--- config.mk ---
export PLATFORM = sky130hd
export DESIGN_NAME = fb_pixel_writer_flat
export DESIGN_NICKNAME = d
export VERILOG_FILES = /design/src/rtl/fb_pixel_writer_if.sv /design/src/rtl/fb_pixel_writer.sv /design/src/flat_wrapper.sv
export SDC_FILE = /design/constraint.sdc
export NUM_CORES = 1
export LEC_CHECK = 0
export BUFFER_PORTS_ARGS = -buffer_cell sky130_fd_sc_hd__buf_2
export CAP_MARGIN = 20
export CORE_MARGIN = 2
export CORE_UTILIZATION = 30
export CTS_CLUSTER_DIAMETER = 60
export DETAILED_ROUTE_END_ITERATION = 8
export RECOVER_POWER = 100
export SETUP_SLACK_MARGIN = 0.02
export SLEW_MARGIN = 20
export SYNTH_ARGS = -nofsm -noshare
export SYNTH_HDL_FRONTEND = slang
export SYNTH_SLANG_ARGS = --single-unit
--- constraint.sdc ---
create_clock -name clk -period 11.6 [get_ports clk]
set_input_delay 1.74 -clock clk [delete_from_list [all_inputs] [get_ports clk]]
set_output_delay 1.74 -clock clk [all_outputs]
set_load 0.02 [all_outputs]
--- src/rtl/fb_pixel_writer_if.sv ---
// fb_pixel_writer_if
//   Bundles the renderer pixel stream and the framebuffer write port of
//   fb_pixel_writer into one interface.
//   Pixel stream : px_valid, px_ready, px_data[14:0] {B,G,R}, px_sof, px_eol
//   Framebuffer  : fb_busy, fb_addr[ADDR_W-1:0], fb_data[15:0], fb_we
//   Status       : frame_done, err_sync, err_count[7:0]
//   slave  : the writer block (consumes pixels, drives the write port)
//   master : the renderer / framebuffer side (testbench)
interface fb_pixel_writer_if #(
    parameter int ADDR_W = 16
);
    logic              px_valid;
    logic              px_ready;
    logic [14:0]       px_data;
    logic              px_sof;
    logic              px_eol;
    logic              fb_busy;
    logic [ADDR_W-1:0] fb_addr;
    logic [15:0]       fb_data;
    logic              fb_we;
    logic              frame_done;
    logic              err_sync;
    logic [7:0]        err_count;

    modport slave (
        input  px_valid, px_data, px_sof, px_eol, fb_busy,
        output px_ready, fb_addr, fb_data, fb_we, frame_done, err_sync, err_count
    );

    modport master (
        output px_valid, px_data, px_sof, px_eol, fb_busy,
        input  px_ready, fb_addr, fb_data, fb_we, frame_done, err_sync, err_count
    );
endinterface

--- src/rtl/fb_pixel_writer.sv ---
// fb_pixel_writer
//   Takes the renderer's H_PIXELS x V_LINES BGR555 pixel stream and writes
//   each pixel into the framebuffer at y*H_PIXELS+x. Resynchronises on
//   start-of-frame and end-of-line markers and reports framing errors.
// Ports
//   clk  : system clock, rising edge
//   rst  : synchronous active-high reset
//   bus  : fb_pixel_writer_if.slave (pixel stream in, framebuffer write out,
//          frame_done / err_sync pulses, saturating err_count)
module fb_pixel_writer #(
    parameter int H_PIXELS = 240,
    parameter int V_LINES  = 160,
    parameter int ADDR_W   = 16
) (
    input  logic               clk,
    input  logic               rst,
    fb_pixel_writer_if.slave   bus
);
    typedef enum logic [1:0] {WAIT_SOF, ACTIVE, DONE} state_t;

    localparam logic [7:0]        X_LAST = 8'(H_PIXELS - 1);
    localparam logic [7:0]        Y_LAST = 8'(V_LINES - 1);
    localparam logic [ADDR_W-1:0] H_STEP = ADDR_W'(H_PIXELS);

    state_t            state_q, state_d;
    logic [7:0]        x_q, x_d;
    logic [7:0]        y_q, y_d;
    logic [ADDR_W-1:0] lb_q, lb_d;     // line base, always y*H_PIXELS
    logic              we_q, we_d;
    logic [ADDR_W-1:0] addr_q, addr_d;
    logic [15:0]       data_q, data_d;
    logic              done_q, done_d;
    logic              err_q, err_d;
    logic [7:0]        cnt_q, cnt_d;

    logic              xfer;
    logic              take;
    logic              sof_err;
    logic              last_col;
    logic [7:0]        cur_x;
    logic [7:0]        cur_y;
    logic [ADDR_W-1:0] cur_lb;

    assign bus.px_ready = !rst && !bus.fb_busy && (state_q != DONE);
    assign xfer         = bus.px_valid && bus.px_ready;

    assign bus.fb_we      = we_q;
    assign bus.fb_addr    = addr_q;
    assign bus.fb_data    = data_q;
    assign bus.frame_done = done_q;
    assign bus.err_sync   = err_q;
    assign bus.err_count  = cnt_q;

    always_comb begin
        state_d  = state_q;
        x_d      = x_q;
        y_d      = y_q;
        lb_d     = lb_q;
        we_d     = 1'b0;
        addr_d   = addr_q;
        data_d   = data_q;
        done_d   = 1'b0;
        err_d    = 1'b0;
        cnt_d    = cnt_q;
        take     = 1'b0;
        sof_err  = 1'b0;

        // A sof pixel always lands at the frame origin, whatever the tracked
        // position was; everything below works on this effective position.
        cur_x    = bus.px_sof ? 8'd0 : x_q;
        cur_y    = bus.px_sof ? 8'd0 : y_q;
        cur_lb   = bus.px_sof ? '0   : lb_q;
        last_col = (cur_x == X_LAST);

        case (state_q)
            WAIT_SOF: take = xfer && bus.px_sof;
            ACTIVE: begin
                take    = xfer;
                sof_err = bus.px_sof;
            end
            default: state_d = WAIT_SOF;
        endcase

        if (take) begin
            state_d = ACTIVE;
            we_d    = 1'b1;
            addr_d  = cur_lb + ADDR_W'(cur_x);
            data_d  = {1'b0, bus.px_data};
            // eol must coincide with the last column; either mismatch is an error
            err_d   = sof_err || (bus.px_eol != last_col);
            if (bus.px_eol || last_col) begin
                if (cur_y == Y_LAST) begin
                    state_d = DONE;
                    done_d  = 1'b1;
                    x_d     = 8'd0;
                    y_d     = 8'd0;
                    lb_d    = '0;
                end else begin
                    x_d  = 8'd0;
                    y_d  = cur_y + 8'd1;
                    lb_d = cur_lb + H_STEP;
                end
            end else begin
                x_d  = cur_x + 8'd1;
                y_d  = cur_y;
                lb_d = cur_lb;
            end
            if (err_d && (cnt_q != 8'hFF)) begin
                cnt_d = cnt_q + 8'd1;
            end
        end
    end

    always_ff @(posedge clk) begin
        if (rst) begin
            state_q <= WAIT_SOF;
            x_q     <= 8'd0;
            y_q     <= 8'd0;
            lb_q    <= '0;
            we_q    <= 1'b0;
            addr_q  <= '0;
            data_q  <= 16'd0;
            done_q  <= 1'b0;
            err_q   <= 1'b0;
            cnt_q   <= 8'd0;
        end else begin
            state_q <= state_d;
            x_q     <= x_d;
            y_q     <= y_d;
            lb_q    <= lb_d;
            we_q    <= we_d;
            addr_q  <= addr_d;
            data_q  <= data_d;
            done_q  <= done_d;
            err_q   <= err_d;
            cnt_q   <= cnt_d;
        end
    end
endmodule

--- src/flat_wrapper.sv ---
// flat-port wrapper written by rule: the top's interface ports become plain ports
module fb_pixel_writer_flat 
#(
    parameter int H_PIXELS = 240,
    parameter int V_LINES  = 160,
    parameter int ADDR_W   = 16
)
  (clk, rst, bus_px_valid, bus_px_data, bus_px_sof, bus_px_eol, bus_fb_busy, bus_px_ready, bus_fb_addr, bus_fb_data, bus_fb_we, bus_frame_done, bus_err_sync, bus_err_count);
  fb_pixel_writer_if #(.ADDR_W(ADDR_W)) bus_i ();
  input  logic clk;
  input  logic rst;
  input wire logic [$bits(bus_i.px_valid)-1:0] bus_px_valid;
  input wire logic [$bits(bus_i.px_data)-1:0] bus_px_data;
  input wire logic [$bits(bus_i.px_sof)-1:0] bus_px_sof;
  input wire logic [$bits(bus_i.px_eol)-1:0] bus_px_eol;
  input wire logic [$bits(bus_i.fb_busy)-1:0] bus_fb_busy;
  output wire logic [$bits(bus_i.px_ready)-1:0] bus_px_ready;
  output wire logic [$bits(bus_i.fb_addr)-1:0] bus_fb_addr;
  output wire logic [$bits(bus_i.fb_data)-1:0] bus_fb_data;
  output wire logic [$bits(bus_i.fb_we)-1:0] bus_fb_we;
  output wire logic [$bits(bus_i.frame_done)-1:0] bus_frame_done;
  output wire logic [$bits(bus_i.err_sync)-1:0] bus_err_sync;
  output wire logic [$bits(bus_i.err_count)-1:0] bus_err_count;
  assign bus_i.px_valid = bus_px_valid;
  assign bus_i.px_data = bus_px_data;
  assign bus_i.px_sof = bus_px_sof;
  assign bus_i.px_eol = bus_px_eol;
  assign bus_i.fb_busy = bus_fb_busy;
  assign bus_px_ready = bus_i.px_ready;
  assign bus_fb_addr = bus_i.fb_addr;
  assign bus_fb_data = bus_i.fb_data;
  assign bus_fb_we = bus_i.fb_we;
  assign bus_frame_done = bus_i.frame_done;
  assign bus_err_sync = bus_i.err_sync;
  assign bus_err_count = bus_i.err_count;
  fb_pixel_writer #(.H_PIXELS(H_PIXELS), .V_LINES(V_LINES), .ADDR_W(ADDR_W)) u_core (.clk(clk), .rst(rst), .bus(bus_i));
endmodule
==> results.md, run 1 <==
* Mean routed wirelength per cell at 13.6 um
* Status: finished, violations left
* Mean area per synthesized cell at 7.74 um^2
* Sum of overflow across all layers after global routing at 0
* Gate count after technology mapping at 502
* Period Utilization, post-route at 54.2%
* Insertion delay of the later-clocked pin in the worst-skew pair at 340 ps
* Number of hold buffers added after CTS at 0
* Seq/Total Area, Yosys at 39.1%
* Worst-case headroom to the max-slew limit at -73.2%
* Final core utilization at 35.7%
* Number of gates resized after CTS at 0
* Setup crit start kind: input port
* CP Capture Type: flip-flop
* Std cell rows at 41
* Power per unit of standard cell area at 127 nW/um^2
* Violations in the final reports: capacitance limit, slew limit
* Horizontal die dimension at 118 um
* Clock sink count at 76
* Number of DRC violations after detailed-routing iteration 0 at 272
* # IOs at 65
* Post-Route Skew at 9.45 ps
* RSZ-0062 raised after global routing: no
* Most used flip-flop cell after synthesis: dfxtp_1
* P&R area growth vs syn at 16.0%
* Count of buffers from port buffering at 63
* Sum of negative setup slack at 0 ps
* Max Transition Viols Final at 159
* Net switching power at 132 uW
* Starting density of the core at 30.8%
* Die footprint at 13900 um^2
* Worst Setup Slack, final at 5310 ps
* Total of warnings raised by yosys at 0
* Proportion of register bits with asynchronous set or reset after synthesis at 0%
* Leakage dissipation at 0.00150 uW
* Net count after synthesis at 533
* Setup WS pre-CTS at 5830 ps
* Worst setup path class: in2reg
* Count of flip-flops with a built-in enable after synthesis at 0
* Register bit count reported by yosys at 76
* Bufs on Longest Clock Path at 2
* Leading cell types in the layout, fill and taps excluded: dfxtp_1, nand2_1, nor2_1, a21oi_1, clkbuf_1
* Total detailed-routing wirelength at 9830 um
* Clock transition time at the flip-flop clock pins of the worst setup and hold paths at 60 ps
* Internal power contribution at 439 uW
* Placer Congestion at 0.813
* Sum of net half-perimeters after detailed placement at 6570 um
* Proportion of power drawn by combinational gates at 5.7%
* Number of buffers created by CTS at 9
* Clock tree from TritonCTS: built
* Worst EP arrival at 6510 ps
* Height of the die at 118 um
* Max-cap violations at 3
* CTS H-tree lvls at 3
* Leading cell type in the layout, fill and taps excluded: dfxtp_1
* Via count of the first global-routing pass at 3455
* Final setup violation count at 0
* Final worst path period need at 6290 ps
* Core area at 12600 um^2
* Class of the most critical hold timing path: reg2reg
* Switching power share of the total at 23.1%
* Req. time, crit path at 11820 ps
* Post-synthesis cell area at 3890 um^2
* Maximum number of pins on one net before global-route repair at 69
* Clock Power Share at 47.7%
* Post-route DRC violation count at 0
* Highest achievable clock rate at 0.159 GHz
* Routed vias at 3677
* Sequential share of power at 46.7%
* Iteration count of the initial detailed-routing pass at 5
* Maximum ir drop on the vdd rail at 62.6 uV
* Yosys cell types at 57
* Cell count of the worst reg-to-reg path at 12
* Number of post-CTS setup repair buffers at 0
* Number of hold violations in the final report at 0
* DRT antenna net count at 0
* Average via count per standard cell at 5.09
* Worst Path Max Fanout at 45
* Share of cells above drive strength 1 at 7.45%
* Slew of the pin with the lowest slew margin at 2600 ps
* Global-route wire length before repair at 16700 um
* Total routing resource utilization after global routing at 14.5%
* Post-layout nets at 576
* Initial antenna violation count at 0
* Cell depth of the worst hold path at 2
* Ant diodes at 0
* Root Driver: clkbuf_16
## final timing paths
| check | startpoint | to | slack [ps] |
|---|---|---|---|
| min reg2reg | u_core.bus.fb_addr[0] | u_core.bus.fb_addr[0] | 460 |
| max reg2reg | u_core.x_q[1] | u_core.lb_q[11] | 7430 |
| min | u_core.bus.fb_addr[0] | u_core.bus.fb_addr[0] | 460 |
| max | bus_px_sof | u_core.lb_q[14] | 5310 |
## registers in the layout (all words and copies together) (netlist names)
register               flops
u_core.bus.err_sync        1
u_core.bus.fb_data        15
u_core.bus.frame_done      1
u_core.lb_q               16
u_core.y_q                 8
u_core.state_q             2
u_core.bus.fb_addr        16
u_core.bus.err_count       8
u_core.bus.fb_we           1
u_core.x_q                 8
## routing by layer
metal	global-route usage, %	share of wire (%)	vias up	wire length [um]
li1	-	-	1870	-
met1	18.5	48	1716	4730
met2	23.6	46	79	4500
met3	4.36	4.7	12	460
met4	4.37	1.3	0	129
met5	0	0	-	0
## cell usage after synthesis (3+ instances only)
cell type	number	area share, %
nand3_1	27	3.5
inv_1	9	0.87
ha_1	10	3.2
a21oi_1	48	6.2
nor4_1	6	0.97
a31oi_1	6	0.97
nand2_1	68	6.6
nor3_1	7	0.90
nand2b_1	6	0.97
or3_1	4	0.64
buf_1	5	0.48
a22oi_1	9	1.7
buf_2	6	0.77
or2_2	3	0.48
xnor2_1	11	2.5
xor2_1	11	2.5
nor2b_1	21	3.4
o21ai_0	37	4.8
nand4_1	8	1.3
o311ai_0	3	0.68
and2_1	4	0.64
clkbuf_1	21	2.0
or4_1	5	0.97
and3_1	3	0.48
nor2_1	49	4.7
dfxtp_1	76	39
## power by group through the flow
stage          clock [uW]  sequential [uW]  combinational [uW]
2_1_floorplan           0              273                21.6
3_3_place_gp            0              272                32.7
3_5_place_dp            0              272                33.2
4_1_cts               282              266                33.3
5_1_grt               294              267                36.1
6_report              272              266                32.4
## kinds of logic (layout without fill, tap and decap cells)
| kind of cell | after synthesis | in the layout | synth area share (%) |
|---|---|---|---|
| other cells | 1 | 1 | 0.0965 |
| mux | 1 | 1 | 0.257 |
| simple gates | 222 | 222 | 28.1 |
| xor+xnor | 22 | 22 | 4.96 |
| fa+ha+maj | 11 | 11 | 3.48 |
| buf+inv | 43 | 91 | 4.44 |
| compound gates | 126 | 126 | 19.5 |
| flops | 76 | 76 | 39.1 |
## critical path, cell delays in order
cell	delay, ps
clkbuf_1	1350
nor2b_1	330
ha_1	360
and3_1	220
nor2b_1	160
nand4_1	120
ha_1	600
nand4bb_1	250
or4_1	430
nand2_1	310
or3_1	460
a21oi_1	170
## cell type report
| class | count | area [um^2] |
|---|---|---|
| Fill cell | 1339 | 8110 |
| Clock inverter | 5 | 52.6 |
| Inverter | 10 | 37.5 |
| Clock buffer | 11 | 233 |
| Timing Repair Buffer | 65 | 273 |
| Tap cell | 172 | 215 |
| Sequential cell | 76 | 1520 |
| Multi-Input combinational cell | 383 | 2180 |
## through the flow
step	instance area, um^2	cells	total power [uW]	hold WS [ps]
after global routing	4510	722	597	481
after floorplan	3890	502	295	421
after CTS	4590	722	582	457
final	4510	722	571	455
after global placement	4310	706	305	440
after detailed placement	4310	706	305	442
(Power assumes the default switching activity.)
==> run 2: changes to the inputs <==
--- a/config.mk
+++ b/config.mk
@@ -5,6 +5,7 @@
 export SDC_FILE = /design/constraint.sdc
 export NUM_CORES = 1
 export LEC_CHECK = 0
+export ABC_AREA = 1
 export BUFFER_PORTS_ARGS = -buffer_cell sky130_fd_sc_hd__buf_2
 export CAP_MARGIN = 20
 export CORE_MARGIN = 2
==> constraint.sdc (replaced) <==
create_clock -name clk -period 6.2 [get_ports clk]
set_input_delay 0.93 -clock clk [delete_from_list [all_inputs] [get_ports clk]]
set_output_delay 0.93 -clock clk [all_outputs]
set_load 0.02 [all_outputs]
==> run 2 against run 1 <==
Against the previous run:
- the run still ends with capacitance limit, slew limit left
- via count rose by 11%
- cell count rose by 23%
- hold slack improved by 3.5 ps
- clock skew fell by 0.94 ps
- total power rose by 95%
- flip-flop and latch count did not move
- first-iteration DRC count fell by 16%
- global-route usage rose by 0.26 points
- synthesized area rose by 7.4%
- largest power group unchanged
==> results.md, run 2 <==
* Worst-case headroom to the max-slew limit at -28.7% (+45 points)
* Total of warnings raised by yosys at 0 (unchanged)
* Number of gates resized after CTS at 0 (unchanged)
* Setup crit start kind: input port
* Iteration count of the initial detailed-routing pass at 5 (unchanged)
* Most used flip-flop cell after synthesis: dfxtp_1
* Number of hold buffers added after CTS at 0 (unchanged)
* Net count after synthesis at 679 (+27%)
* Worst EP arrival at 4430 ps (-2080 ps)
* Via count of the first global-routing pass at 3651 (+5.7%)
* Fin area at 4830 um^2 (+7.1%)
* Height of the die at 122 um (+3.5%)
* Worst setup path class: in2reg
* Leakage dissipation at 0.00211 uW (+41%)
* Post-layout nets at 731 (+27%)
* Maximum number of pins on one net before global-route repair at 45 (-35%)
* Status: finished, violations left
* Sum of net half-perimeters after detailed placement at 7440 um (+13%)
* Post-route DRC violation count at 0 (unchanged)
* Most frequent cell after synthesis: nand2_1
* Leading cell types in the layout, fill and taps excluded: nand2_1, nor2_1, inv_1
* Total power at 1110 uW (+95%)
* Violations in the final reports: capacitance limit, slew limit
* Horizontal die dimension at 122 um (+3.5%)
* Std cell rows at 43 (+4.9%)
* Highest achievable clock rate at 0.240 GHz
* Met3 Use GR at 3.32% (-1.0 points)
* Insertion delay of the later-clocked pin in the worst-skew pair at 340 ps (about the same)
* Count of flip-flops with a built-in enable after synthesis at 0 (unchanged)
* Ant diodes at 0 (unchanged)
* CP Capture Type: flip-flop
* Leading cell type in the layout, fill and taps excluded: nand2_1
* Number of post-CTS setup repair buffers at 0 (unchanged)
* Area share of the largest cell type after synthesis at 36.4% (-2.7 points)
* Share of cells above drive strength 1 at 7.09% (-0.36 points)
* Sum of overflow across all layers after global routing at 0 (unchanged)
* Most congested layer reported by global routing: met2
* Post-Route Skew at 8.51 ps (-0.940 ps)
* Cell type with the highest aggregate area in the netlist: dfxtp_1
* CTS H-tree lvls at 3 (unchanged)
* Initial antenna violation count at 0 (unchanged)
* Placer Congestion at 0.891 (+9.6%)
* Final setup violation count at 0 (unchanged)
* Number of hold violations in the final report at 0 (unchanged)
* Class of the most critical hold timing path: reg2reg
* Starting density of the core at 30.4% (-0.36 points)
* P&R area growth vs syn at 15.7%
* Final core utilization at 35.2% (-0.53 points)
* Total routing resource utilization after global routing at 14.8% (+0.26 points)
* Setup WS pre-CTS at 2700 ps (-3130 ps)
* Routed vias at 4067 (+11%)
* Gate count after technology mapping at 648 (+29%)
* Post-Place Cell Area at 4610 um^2 (+7.0%)
* Final worst path period need at 4170 ps
* DRT antenna net count at 0 (unchanged)
* Global-route wire length before repair at 17600 um (+5.1%)
* Req. time, crit path at 6460 ps (-5360 ps)
* RSZ-0062 raised after global routing: no
* Worst Path Max Fanout at 44 (-2.2%)
* Worst-case register-to-register setup slack at 2620 ps (-4810 ps)
* Post-synthesis cell area at 4180 um^2 (+7.4%)
* Sum of negative setup slack at 0 ps (unchanged)
* Period Utilization, post-route at 67.3%
* Global Route met2 Usage at 22.6% (-1.0 points)
* Global routing met1 resource utilization at 20.3% (+1.9 points)
* # IOs at 65 (unchanged)
* Power per unit of standard cell area at 230 nW/um^2 (+82%)
* Proportion of register bits with asynchronous set or reset after synthesis at 0% (unchanged)
* Count of buffers from port buffering at 63 (unchanged)
* Maximum ir drop on the vdd rail at 138 uV (+120%)
* Max-cap violations at 1 (-2)
* Clock sink count at 76 (unchanged)
* Clock tree from TritonCTS: built
* Register bit count reported by yosys at 76 (unchanged)
* Bufs on Longest Clock Path at 2 (unchanged)
* Commonest cells post-synth: nand2_1, nor2_1, dfxtp_1
* Mean area per synthesized cell at 6.45 um^2 (-17%)
* Clock transition time at the flip-flop clock pins of the worst setup and hold paths at 60 ps (about the same)
* Yosys cell types at 34 (-40%)
* Number of DRC violations after detailed-routing iteration 0 at 228 (-16%)
* Number of buffers created by CTS at 9 (unchanged)
* Die footprint at 14900 um^2 (+7.2%)
* Max Transition Viols Final at 45 (-72%)
* Largest cells by area after synthesis: dfxtp_1, nand2_1, nor2_1, inv_1, a21oi_1
* Average via count per standard cell at 4.60 (-9.8%)
* Root Driver: clkbuf_16
* Worst Setup Slack, final at 2030 ps (-3290 ps)
* Total detailed-routing wirelength at 10700 um (+8.5%)
* Core area at 13700 um^2 (+8.7%)
* Slew of the pin with the lowest slew margin at 1930 ps (-668 ps)
* Seq/Total Area, Yosys at 36.4% (-2.7 points)
* Mean routed wirelength per cell at 12.0 um (-12%)
run 2: cell count changes in the layout (fill, tap and decap cells not counted), moves of 6 or more:
cell / previous run / this run
inv_1: 10 / 77
nor2_1: 49 / 95
a22oi_1: 9 / 0
nand2b_1: 6 / 0
xnor2_1: 11 / 2
nor2b_1: 21 / 0
nand3_1: 27 / 45
nand2_1: 68 / 166
run 2: layout make-up:
class	instances	area [um^2]
Clock inverter	6	72.6
Tap cell	180	225
Inverter	79	297
Sequential cell	76	1520
Timing Repair Buffer	66	277
Fill cell	1502	8890
Multi-Input combinational cell	468	2210
Clock buffer	10	229
run 2: worst max-delay path, cell delays in order:
cell and delay [ps]:
buf_2 310, nor3_1 340, nand2_1 160, nor2_4 110, clkbuf_1 1390, nand2_1 350
inv_1 500, o21ai_0 170, a21oi_1 150
run 2: routing by layer:
metal,vias up,share of wire [%]
met3,17,4.4
li1,2176,-
met2,79,43
met1,1795,51
met5,-,0
met4,0,2.1
run 2: through the flow:
step                      hold slack (ps)  cells
after floorplan                       425    648
after global placement                448    869
after detailed placement              452    869
after CTS                             462    885
after global routing                  485    885
final                                 459    885
run 2: power breakdown:
part           switching, uW  internal [uW]
clock                    214            315
combinational           54.7           20.4
sequential              6.21            500
run 2: logic make-up (layout without fill, tap and decap cells):
family / count (synthesis) / count (layout) / synth area share (%)
AO/OA/AOI/OAI: 101 / 101 / 12.5
XOR/XNOR: 12 / 12 / 2.52
adder cells (fa/ha/maj): 10 / 10 / 3.00
buffers and inverters: 104 / 161 / 10.2
flip-flops: 76 / 76 / 36.4
other: 1 / 1 / 0.0898
AND/OR/NAND/NOR: 344 / 344 / 35.3
run 2: worst paths after layout:
kind	startpoint	to	depth (start not counted)
max reg2reg	u_core.state_q[1]	u_core.lb_q[4]	10
min reg2reg	u_core.lb_q[0]	u_core.lb_q[0]	2
max	rst	u_core.lb_q[4]	9
min	u_core.lb_q[0]	u_core.lb_q[0]	2
